**src/rtl/branch_flag_resolver_if.sv**
```systemverilog
// Request/response bundle between decode, the branch resolver and the PC/fetch stage.
// The master drives branch requests and carry flag state; the slave returns the resolution.
interface branch_flag_resolver_if #(
  parameter int ADDR_W = 32
);
  logic              br_valid;
  logic              ready;
  logic [3:0]        br_op;
  logic [ADDR_W-1:0] pc;
  logic [ADDR_W-1:0] br_target;
  logic [ADDR_W-1:0] rs_val;
  logic              carry_in;
  logic              carry_pending;
  logic              kill;
  logic              npc_valid;
  logic [ADDR_W-1:0] npc;
  logic              taken;
  logic              flush;
  logic              link_we;
  logic [ADDR_W-1:0] link_data;
  logic              illegal;
  logic              misalign;

  modport master (
    output br_valid, br_op, pc, br_target, rs_val, carry_in, carry_pending, kill,
    input  ready, npc_valid, npc, taken, flush, link_we, link_data, illegal, misalign
  );

  modport slave (
    input  br_valid, br_op, pc, br_target, rs_val, carry_in, carry_pending, kill,
    output ready, npc_valid, npc, taken, flush, link_we, link_data, illegal, misalign
  );
endinterface

```
**src/rtl/branch_flag_resolver.sv**
```systemverilog
// Resolves one branch at a time, stalling carry-dependent branches until the carry flag
// settles, and presents a registered next-PC / flush / link-write result for one cycle.
module branch_flag_resolver #(
  parameter int ADDR_W   = 32,
  parameter int LINK_INC = 4
) (
  input logic                   clk,
  input logic                   rst,
  branch_flag_resolver_if.slave bus
);

  typedef enum logic [1:0] {
    IDLE    = 2'd0,
    EVAL    = 2'd1,
    WAIT_CY = 2'd2,
    RESP    = 2'd3
  } state_t;

  localparam logic [3:0] OP_B    = 4'd0;
  localparam logic [3:0] OP_BR   = 4'd1;
  localparam logic [3:0] OP_BLTZ = 4'd2;
  localparam logic [3:0] OP_BZ   = 4'd3;
  localparam logic [3:0] OP_BNZ  = 4'd4;
  localparam logic [3:0] OP_BL   = 4'd5;
  localparam logic [3:0] OP_BCY  = 4'd6;
  localparam logic [3:0] OP_BNCY = 4'd7;

  state_t            state_q, state_d;
  logic [3:0]        op_q, op_d;
  logic [ADDR_W-1:0] pc_q, pc_d;
  logic [ADDR_W-1:0] tgt_q, tgt_d;
  logic [ADDR_W-1:0] rs_q, rs_d;

  logic [ADDR_W-1:0] npc_q, npc_d;
  logic [ADDR_W-1:0] link_data_q, link_data_d;
  logic              taken_q, taken_d;
  logic              npc_valid_q, npc_valid_d;
  logic              flush_q, flush_d;
  logic              link_we_q, link_we_d;
  logic              illegal_q, illegal_d;
  logic              misalign_q, misalign_d;

  // Combinational resolution of the captured request against the live carry flag.
  logic              res_taken;
  logic [ADDR_W-1:0] res_dest;
  logic [ADDR_W-1:0] res_fall;
  logic [ADDR_W-1:0] res_npc;
  logic              res_misalign;
  logic              res_illegal;
  logic              is_cy_op;
  logic              resolve;

  assign is_cy_op = (op_q == OP_BCY) || (op_q == OP_BNCY);

  always_comb begin
    res_taken   = 1'b0;
    res_illegal = 1'b0;
    res_dest    = (op_q == OP_BR) ? rs_q : tgt_q;
    res_fall    = pc_q + ADDR_W'(LINK_INC);
    case (op_q)
      OP_B, OP_BR, OP_BL: res_taken = 1'b1;
      OP_BLTZ:            res_taken = rs_q[ADDR_W-1];
      OP_BZ:              res_taken = (rs_q == '0);
      OP_BNZ:             res_taken = (rs_q != '0);
      OP_BCY:             res_taken = bus.carry_in;
      OP_BNCY:            res_taken = ~bus.carry_in;
      default:            res_illegal = 1'b1;
    endcase
    res_npc      = res_taken ? {res_dest[ADDR_W-1:2], 2'b00} : res_fall;
    res_misalign = res_taken && (res_dest[1:0] != 2'b00);
  end

  always_comb begin
    state_d     = state_q;
    op_d        = op_q;
    pc_d        = pc_q;
    tgt_d       = tgt_q;
    rs_d        = rs_q;
    npc_d       = npc_q;
    link_data_d = link_data_q;
    taken_d     = taken_q;
    npc_valid_d = 1'b0;
    flush_d     = 1'b0;
    link_we_d   = 1'b0;
    illegal_d   = 1'b0;
    misalign_d  = 1'b0;
    resolve     = 1'b0;

    case (state_q)
      IDLE: begin
        if (bus.br_valid) begin
          op_d    = bus.br_op;
          pc_d    = bus.pc;
          tgt_d   = bus.br_target;
          rs_d    = bus.rs_val;
          state_d = EVAL;
        end
      end
      EVAL: begin
        if (bus.kill) begin
          state_d = IDLE;
        end else if (is_cy_op && bus.carry_pending) begin
          state_d = WAIT_CY;
        end else begin
          resolve = 1'b1;
        end
      end
      WAIT_CY: begin
        if (bus.kill) begin
          state_d = IDLE;
        end else if (!bus.carry_pending) begin
          resolve = 1'b1;
        end
      end
      default: state_d = IDLE;
    endcase

    if (resolve) begin
      state_d     = RESP;
      npc_d       = res_npc;
      link_data_d = res_fall;
      taken_d     = res_taken;
      npc_valid_d = 1'b1;
      flush_d     = res_taken;
      link_we_d   = (op_q == OP_BL);
      illegal_d   = res_illegal;
      misalign_d  = res_misalign;
    end
  end

  always_ff @(posedge clk) begin
    if (rst) begin
      state_q     <= IDLE;
      op_q        <= '0;
      pc_q        <= '0;
      tgt_q       <= '0;
      rs_q        <= '0;
      npc_q       <= '0;
      link_data_q <= '0;
      taken_q     <= 1'b0;
      npc_valid_q <= 1'b0;
      flush_q     <= 1'b0;
      link_we_q   <= 1'b0;
      illegal_q   <= 1'b0;
      misalign_q  <= 1'b0;
    end else begin
      state_q     <= state_d;
      op_q        <= op_d;
      pc_q        <= pc_d;
      tgt_q       <= tgt_d;
      rs_q        <= rs_d;
      npc_q       <= npc_d;
      link_data_q <= link_data_d;
      taken_q     <= taken_d;
      npc_valid_q <= npc_valid_d;
      flush_q     <= flush_d;
      link_we_q   <= link_we_d;
      illegal_q   <= illegal_d;
      misalign_q  <= misalign_d;
    end
  end

  assign bus.ready     = (state_q == IDLE);
  assign bus.npc_valid = npc_valid_q;
  assign bus.npc       = npc_q;
  assign bus.taken     = taken_q;
  assign bus.flush     = flush_q;
  assign bus.link_we   = link_we_q;
  assign bus.link_data = link_data_q;
  assign bus.illegal   = illegal_q;
  assign bus.misalign  = misalign_q;

endmodule

```
**src/flat_wrapper.sv**
```systemverilog
// flat-port wrapper written by rule: the top's interface ports become plain ports
module branch_flag_resolver_flat 
#(
  parameter int ADDR_W   = 32,
  parameter int LINK_INC = 4
)
  (clk, rst, bus_br_valid, bus_br_op, bus_pc, bus_br_target, bus_rs_val, bus_carry_in, bus_carry_pending, bus_kill, bus_ready, bus_npc_valid, bus_npc, bus_taken, bus_flush, bus_link_we, bus_link_data, bus_illegal, bus_misalign);
  branch_flag_resolver_if #(.ADDR_W(ADDR_W)) bus_i ();
  input logic clk;
  input logic rst;
  input wire logic [$bits(bus_i.br_valid)-1:0] bus_br_valid;
  input wire logic [$bits(bus_i.br_op)-1:0] bus_br_op;
  input wire logic [$bits(bus_i.pc)-1:0] bus_pc;
  input wire logic [$bits(bus_i.br_target)-1:0] bus_br_target;
  input wire logic [$bits(bus_i.rs_val)-1:0] bus_rs_val;
  input wire logic [$bits(bus_i.carry_in)-1:0] bus_carry_in;
  input wire logic [$bits(bus_i.carry_pending)-1:0] bus_carry_pending;
  input wire logic [$bits(bus_i.kill)-1:0] bus_kill;
  output wire logic [$bits(bus_i.ready)-1:0] bus_ready;
  output wire logic [$bits(bus_i.npc_valid)-1:0] bus_npc_valid;
  output wire logic [$bits(bus_i.npc)-1:0] bus_npc;
  output wire logic [$bits(bus_i.taken)-1:0] bus_taken;
  output wire logic [$bits(bus_i.flush)-1:0] bus_flush;
  output wire logic [$bits(bus_i.link_we)-1:0] bus_link_we;
  output wire logic [$bits(bus_i.link_data)-1:0] bus_link_data;
  output wire logic [$bits(bus_i.illegal)-1:0] bus_illegal;
  output wire logic [$bits(bus_i.misalign)-1:0] bus_misalign;
  assign bus_i.br_valid = bus_br_valid;
  assign bus_i.br_op = bus_br_op;
  assign bus_i.pc = bus_pc;
  assign bus_i.br_target = bus_br_target;
  assign bus_i.rs_val = bus_rs_val;
  assign bus_i.carry_in = bus_carry_in;
  assign bus_i.carry_pending = bus_carry_pending;
  assign bus_i.kill = bus_kill;
  assign bus_ready = bus_i.ready;
  assign bus_npc_valid = bus_i.npc_valid;
  assign bus_npc = bus_i.npc;
  assign bus_taken = bus_i.taken;
  assign bus_flush = bus_i.flush;
  assign bus_link_we = bus_i.link_we;
  assign bus_link_data = bus_i.link_data;
  assign bus_illegal = bus_i.illegal;
  assign bus_misalign = bus_i.misalign;
  branch_flag_resolver #(.ADDR_W(ADDR_W), .LINK_INC(LINK_INC)) u_core (.clk(clk), .rst(rst), .bus(bus_i));
endmodule
```
**config.mk**
```make
export PLATFORM = sky130hd
export DESIGN_NAME = branch_flag_resolver_flat
export DESIGN_NICKNAME = d
export VERILOG_FILES = /design/src/rtl/branch_flag_resolver_if.sv /design/src/rtl/branch_flag_resolver.sv /design/src/flat_wrapper.sv
export SDC_FILE = /design/constraint.sdc
export NUM_CORES = 1
export LEC_CHECK = 0
export ABC_AREA = 0
export CORE_AREA = 5 5 146 148
export CTS_CLUSTER_SIZE = 20
export DETAILED_ROUTE_END_ITERATION = 16
export DIE_AREA = 0 0 151 153
export PLACE_DENSITY = 0.75
export REMOVE_ABC_BUFFERS = 1
export SYNTH_ARGS = -nofsm -noshare
export SYNTH_HDL_FRONTEND = slang
export SYNTH_SLANG_ARGS = --single-unit
export TNS_END_PERCENT = 50
```
**constraint.sdc**
```tcl
create_clock -name clk -period 2.12 [get_ports clk]
set_input_delay 0.53 -clock clk [delete_from_list [all_inputs] [get_ports clk]]
set_output_delay 0.53 -clock clk [all_outputs]
set_load 0.05 [all_outputs]
```
# Word level (Yosys, flattened, before mapping)
# Cells that the tools add are included.
# op_classes
bitwise	2
addsub	1
eq_ne	12
n_reduce_logical	13
mux	16
# op_table
cell	count
32-bit 2-to-1 mux	2
32-bit by 3-bit adder with 32-bit output (second input constant)	1
32-bit logical NOT	1
32-bit nonzero test	1
4-bit by 3-bit == test with 1-bit output (second input constant)	4
2-bit 2-to-1 mux	5
4-bit by 2-bit == test with 1-bit output (second input constant)	2
8-bit OR reduction	1
1-bit 2-to-1 mux	6
3-bit by 2-bit inequality test with 1-bit output (second input constant)	2
1-bit one-hot mux with 6 select lines	1
2-bit one-hot mux with 3 select lines	1
4-bit by 1-bit == test with 1-bit output (second input constant)	1
4-bit logical NOT	1
4-bit by 2-bit inequality test with 1-bit output (second input constant)	1
3-bit AND reduction	1
3-bit OR reduction	1
2-bit by 1-bit == test with 1-bit output (second input constant)	1
2-bit == test (second input constant)	1
1-bit logical AND	2
2-bit logical NOT	1
1-bit inverter	2
1-bit one-hot mux with 2 select lines	1
2-bit AND reduction	1
3 further kinds	3
# totals
wordCells	57
input_bits	106
ff_bits	172
out_inout_bits	71

# Logic depth before layout (Yosys ltp)
# depth
word_depth	8
depth_mapped	10
ltp_nobuf	7

# Least setup slack after synthesis
# Ideal clock, no wire load.
# synth_path
kind	register -> register
startpoint	register u_core.pc_q[2]
endpoint	register u_core.npc_q[28] (netlist: u_core.bus.npc[28])
period_less_slack_ns	1.944
n_path_buf	1
path_stages_with_launch	8
setup_time_ns	0.093
arrival_ns	1.851
setup_slack_ns	0.176
required_ns	2.027
cell_sequence	dfxtp_1 ha_1 nand3_2 or4_1 buf_6 nor4_4 xnor2_1 o311ai_2
# synth_between
elab_chain_len	2
# synth_rtl
element	line	text
start: declaration	branch_flag_resolver.sv:30	logic [ADDR_W-1:0] pc_q, pc_d;
start signal: assignment	branch_flag_resolver.sv:149	pc_q <= pc_d;
32-bit by 3-bit adder with 32-bit output	branch_flag_resolver.sv:59	res_fall = pc_q + ADDR_W'(LINK_INC);
32-bit 2-to-1 mux	branch_flag_resolver.sv:69	res_npc = res_taken ? {res_dest[ADDR_W-1:2], 2'b00} : res_fall;
end signal: assignment	branch_flag_resolver.sv:152	npc_q <= npc_d;
end: declaration	branch_flag_resolver.sv:34	logic [ADDR_W-1:0] npc_q, npc_d;
# No other way between the ends.
# A chain may end at the register's enable or synchronous reset.

# Worst setup path in the final report
# layout_path
startpoint	register u_core.rs_q[27]
endpoint	register u_core.npc_q[22] (netlist: u_core.bus.npc[22])
# layout_between
elab_chain_len	3
word_cells_on_any_way	4
classes_between	mux: 2; reduce/logical: 2
# layout_rtl
element	line	text
start: declaration	branch_flag_resolver.sv:32	logic [ADDR_W-1:0] rs_q, rs_d;
start signal: assignment	branch_flag_resolver.sv:151	rs_q <= rs_d;
32-bit nonzero test or 32-bit logical NOT (tied branches)	branch_flag_resolver.sv:64, branch_flag_resolver.sv:63	
1-bit one-hot mux with 6 select lines (*)	branch_flag_resolver.sv:60	case (op_q)
32-bit 2-to-1 mux (*)	branch_flag_resolver.sv:69	
# Every way passes the cells marked *; elsewhere a longest branch is shown, timed or not.

==> metrics.cfg <==
[route]
dr_total_vias = 7540
drt_iter0_drc = 677
drt.antenna.violating_nets = 0
drc = 0
wire_per_inst_um = 17.6
drt-total-wl_um = 25000
firstDrtPassIters = 5
vias_per_cell = 5.32

[global_route]
grt_remaining_overflow = 0
gr-usage-met3_pct = 4.68
grt_max_degree = 63
grt_usage_pct = 20.6
grt_pass1_wl_um = 37800
antenna_found_initial = 0
gr-max-usage-layer = met2
met1_usage_pct = 27.7
grtUsageMet2_pct = 32.8
first_global_vias = 7137

[yosys]
ys_warn_count = 0
syn_inst = 933
synth-edff-count = 0
ys_seq_area_share_pct = 44.5
syn_area_um2 = 7730
syn-mean-instance-area_um2 = 8.29
synthDistinctLibCells = 50
synthArstFlopShare_pct = 0
synth_seq_cells = 172
ys.flop_type = dfxtp_1

[critical_path]
r2r_start = u_core.rs_q[27]
startpoint_type = flip-flop
r2r-end = u_core.bus.npc[22]
critPathCaptureType = flip-flop
crit_end = u_core.bus.npc[22]
r2r_cells = 9
rrSetupSlack_ns = 0.01
critPathRequiredTime_ns = 2.46
critPathLaunch = u_core.rs_q[27]
crit_type = flip-flop to flip-flop
critPathMaxFanout = 7
worstPathArrival_ns = 2.45

[timing]
finalWorstSetupSlack_ns = 0.00981
tns_ns = 0
max_slew_margin_pct = 64.5
tightest_slew_ns = 0.527
worst_clock_skew_ns = 0.00917
finalHoldViolCount = 0
grt_setup_unrepaired = yes
setup_violations = 0
fmax_mhz = 474
fin_crit_ns = 2.11
fin_crit_sh_pct = 99.5
drv_slew = 0

[die]
fp.dieW_um = 151
die_height_um = 153
coreArea_um2 = 19900
io_pins = 177
core.rowCount = 52
start_util_pct = 38.8
dieArea_um2 = 23100

[layout]
utilization_pct = 56.9
areaGrowthSynthToFinish_pct = 46.4
antenna_cells = 0
fin_nets = 1243
drive_above_1_share_pct = 20.2

[clocking]
clock_latency_ns = 0.43
cts_buffer_depth = 2
cts_tree = yes
ctsHoldBuffers = 0
cts_made_buffers = 17
htreeDepth = 4
cts.clk_slew.worst_paths_ns = 0.07
root_buffer = clkbuf_16
clock_sinks = 172

[placed_design]
dpl.hpwl_um = 17800
gp_congestion = 0.868
port_buffers = 176
place_ws_ns = -0.295

[worst_hold_path]
worstHoldStart = rst
holdCritPathClass = primary input to flip-flop

[power]
power_density_nw_per_um2 = 919
irDropWorstVdd_uv = 742
p_leak_nw = 4.15

[flow_run]
drv_cap = 0

[run_status]
status = finished clean

[through the flow]
step / hold slack, ns / area, um2 / cells / power [mW]
3_5_place_dp: 0.446 / 10200 / 1377 / 6.98
2_1_floorplan: 0.430 / 7390 / 850 / 5.52
4_1_cts: 0.432 / 11000 / 1409 / 10.3
6_report: 0.452 / 11300 / 1416 / 10.4
5_1_grt: 0.464 / 11300 / 1416 / 10.9
3_3_place_gp: 0.442 / 10200 / 1377 / 6.93
[kinds of logic after synthesis]
group | Yosys count | synth area share [%]
AOI/OAI and AO/OA | 206 | 17.2
muxes | 30 | 3.88
buffers and inverters | 94 | 5.00
DFF | 172 | 44.5
and+or+nand+nor | 399 | 25.5
adders and majority gates | 4 | 0.647
xor gates and xnor gates | 28 | 3.17
[state kept, by name, indices dropped and copies added, names as in the netlist, 2 cells and up]
register              count
u_core.pc_q              32
u_core.state_q            2
u_core.rs_q              32
u_core.bus.link_data     32
u_core.op_q               4
u_core.bus.npc           32
u_core.tgt_q             32
[repair_timing]
action	in CTS	in global routing
endpoints found under the setup margin	56	61
setup buffers	0	2
pin swaps	4	31
resized for setup	55	48
gates cloned	0	5
[cell type report]
type / count / area, um2
well taps: 270 / 338
clock inverters: 12 / 159
clock buffers: 20 / 457
flip-flops and latches: 172 / 3450
repair buffers: 264 / 2590
inverters: 11 / 41.3
fillers: 1841 / 8580
multi-input cells: 667 / 4290
[cells in the mapped netlist, types with 2 or more instances]
cell type | n | area (um2)
nand2_1 | 223 | 837
or4_1 | 3 | 22.5
and4_1 | 5 | 43.8
nor3_1 | 7 | 35.0
a211o_1 | 2 | 17.5
buf_1 | 2 | 7.51
a21oi_1 | 111 | 556
nand3b_1 | 29 | 218
nor4_1 | 39 | 244
o311ai_1 | 18 | 158
nand4_1 | 6 | 37.5
nand2b_1 | 6 | 37.5
xor2_1 | 3 | 26.3
mux2i_1 | 30 | 300
buf_6 | 2 | 22.5
a211oi_1 | 27 | 203
nor3_2 | 6 | 60.1
o311ai_0 | 4 | 35.0
inv_1 | 10 | 37.5
o31ai_1 | 28 | 210
dfxtp_1 | 172 | 3440
nor2_1 | 43 | 161
or3_1 | 3 | 18.8
o311ai_2 | 3 | 48.8
clkbuf_1 | 64 | 240
buf_2 | 15 | 75.1
xnor2_1 | 25 | 219
and2_1 | 2 | 12.5
nand4_2 | 2 | 25.0
nor3b_1 | 4 | 30.0
nor4_4 | 4 | 85.1
nand3_1 | 11 | 55.1
nor2b_1 | 2 | 12.5
ha_1 | 4 | 50.1
o211ai_1 | 3 | 22.5
[report_power, final]
part	switching [mW]	total [mW]	leakage [nW]	internal (mW)
registers	0.297	3.89	1.40	3.60
clock network	1.34	3.27	0.297	1.93
logic	1.99	3.25	2.45	1.26
[critical path, cell delays in order, from the launching register on]
cell and delay, ns:
dfxtp_2 0.34, nor4_4 0.28, buf_4 0.15, nand4_1 0.19
buf_6 0.21, nor4_2 0.24, buf_4 0.23, buf_8 0.18
o31ai_2 0.09, o311ai_1 0.10
[worst min path at each step]
stage                   endpoint  slack, ns  depth (start not counted)
2_1_floorplan   u_core.tgt_q[10]       0.43                          2
3_3_place_gp     u_core.tgt_q[2]       0.44                          2
3_5_place_dp    u_core.tgt_q[13]       0.45                          2
4_1_cts        u_core.bus.npc[0]       0.43                          2
5_1_grt           u_core.op_q[2]       0.46                          2
6_report       u_core.bus.npc[1]       0.45                          2
[routing by layer]
| layer | share of wire (%) | routed length [um] |
|---|---|---|
| met2 | 47 | 11600 |
| met3 | 7.6 | 1890 |
| met4 | 2.0 | 498 |
| met5 | 0 | 0 |
| met1 | 44 | 10900 |
[cells in the final DEF, fill, tap and decap left out, types with 5 or more instances in the layout]
master / count
nand3b_1: 29
nor2_1: 42
o311ai_2: 8
nor4_4: 5
clkbuf_16: 20
dlymetal6s2s_1: 6
o31ai_2: 15
buf_12: 16
o311ai_1: 16
dfxtp_1: 170
dlygate4sd2_1: 24
buf_4: 101
nand2_1: 222
mux2i_1: 30
nor4_1: 34
a211oi_1: 26
inv_1: 10
clkdlybuf4s50_1: 108
nand2b_1: 5
nand3_1: 9
o31ai_4: 9
nor3_2: 8
xnor2_1: 23
and4_1: 5
nand4_1: 6
a21oi_1: 111
nor3_1: 5
Power figures use the tool's default switching activity.
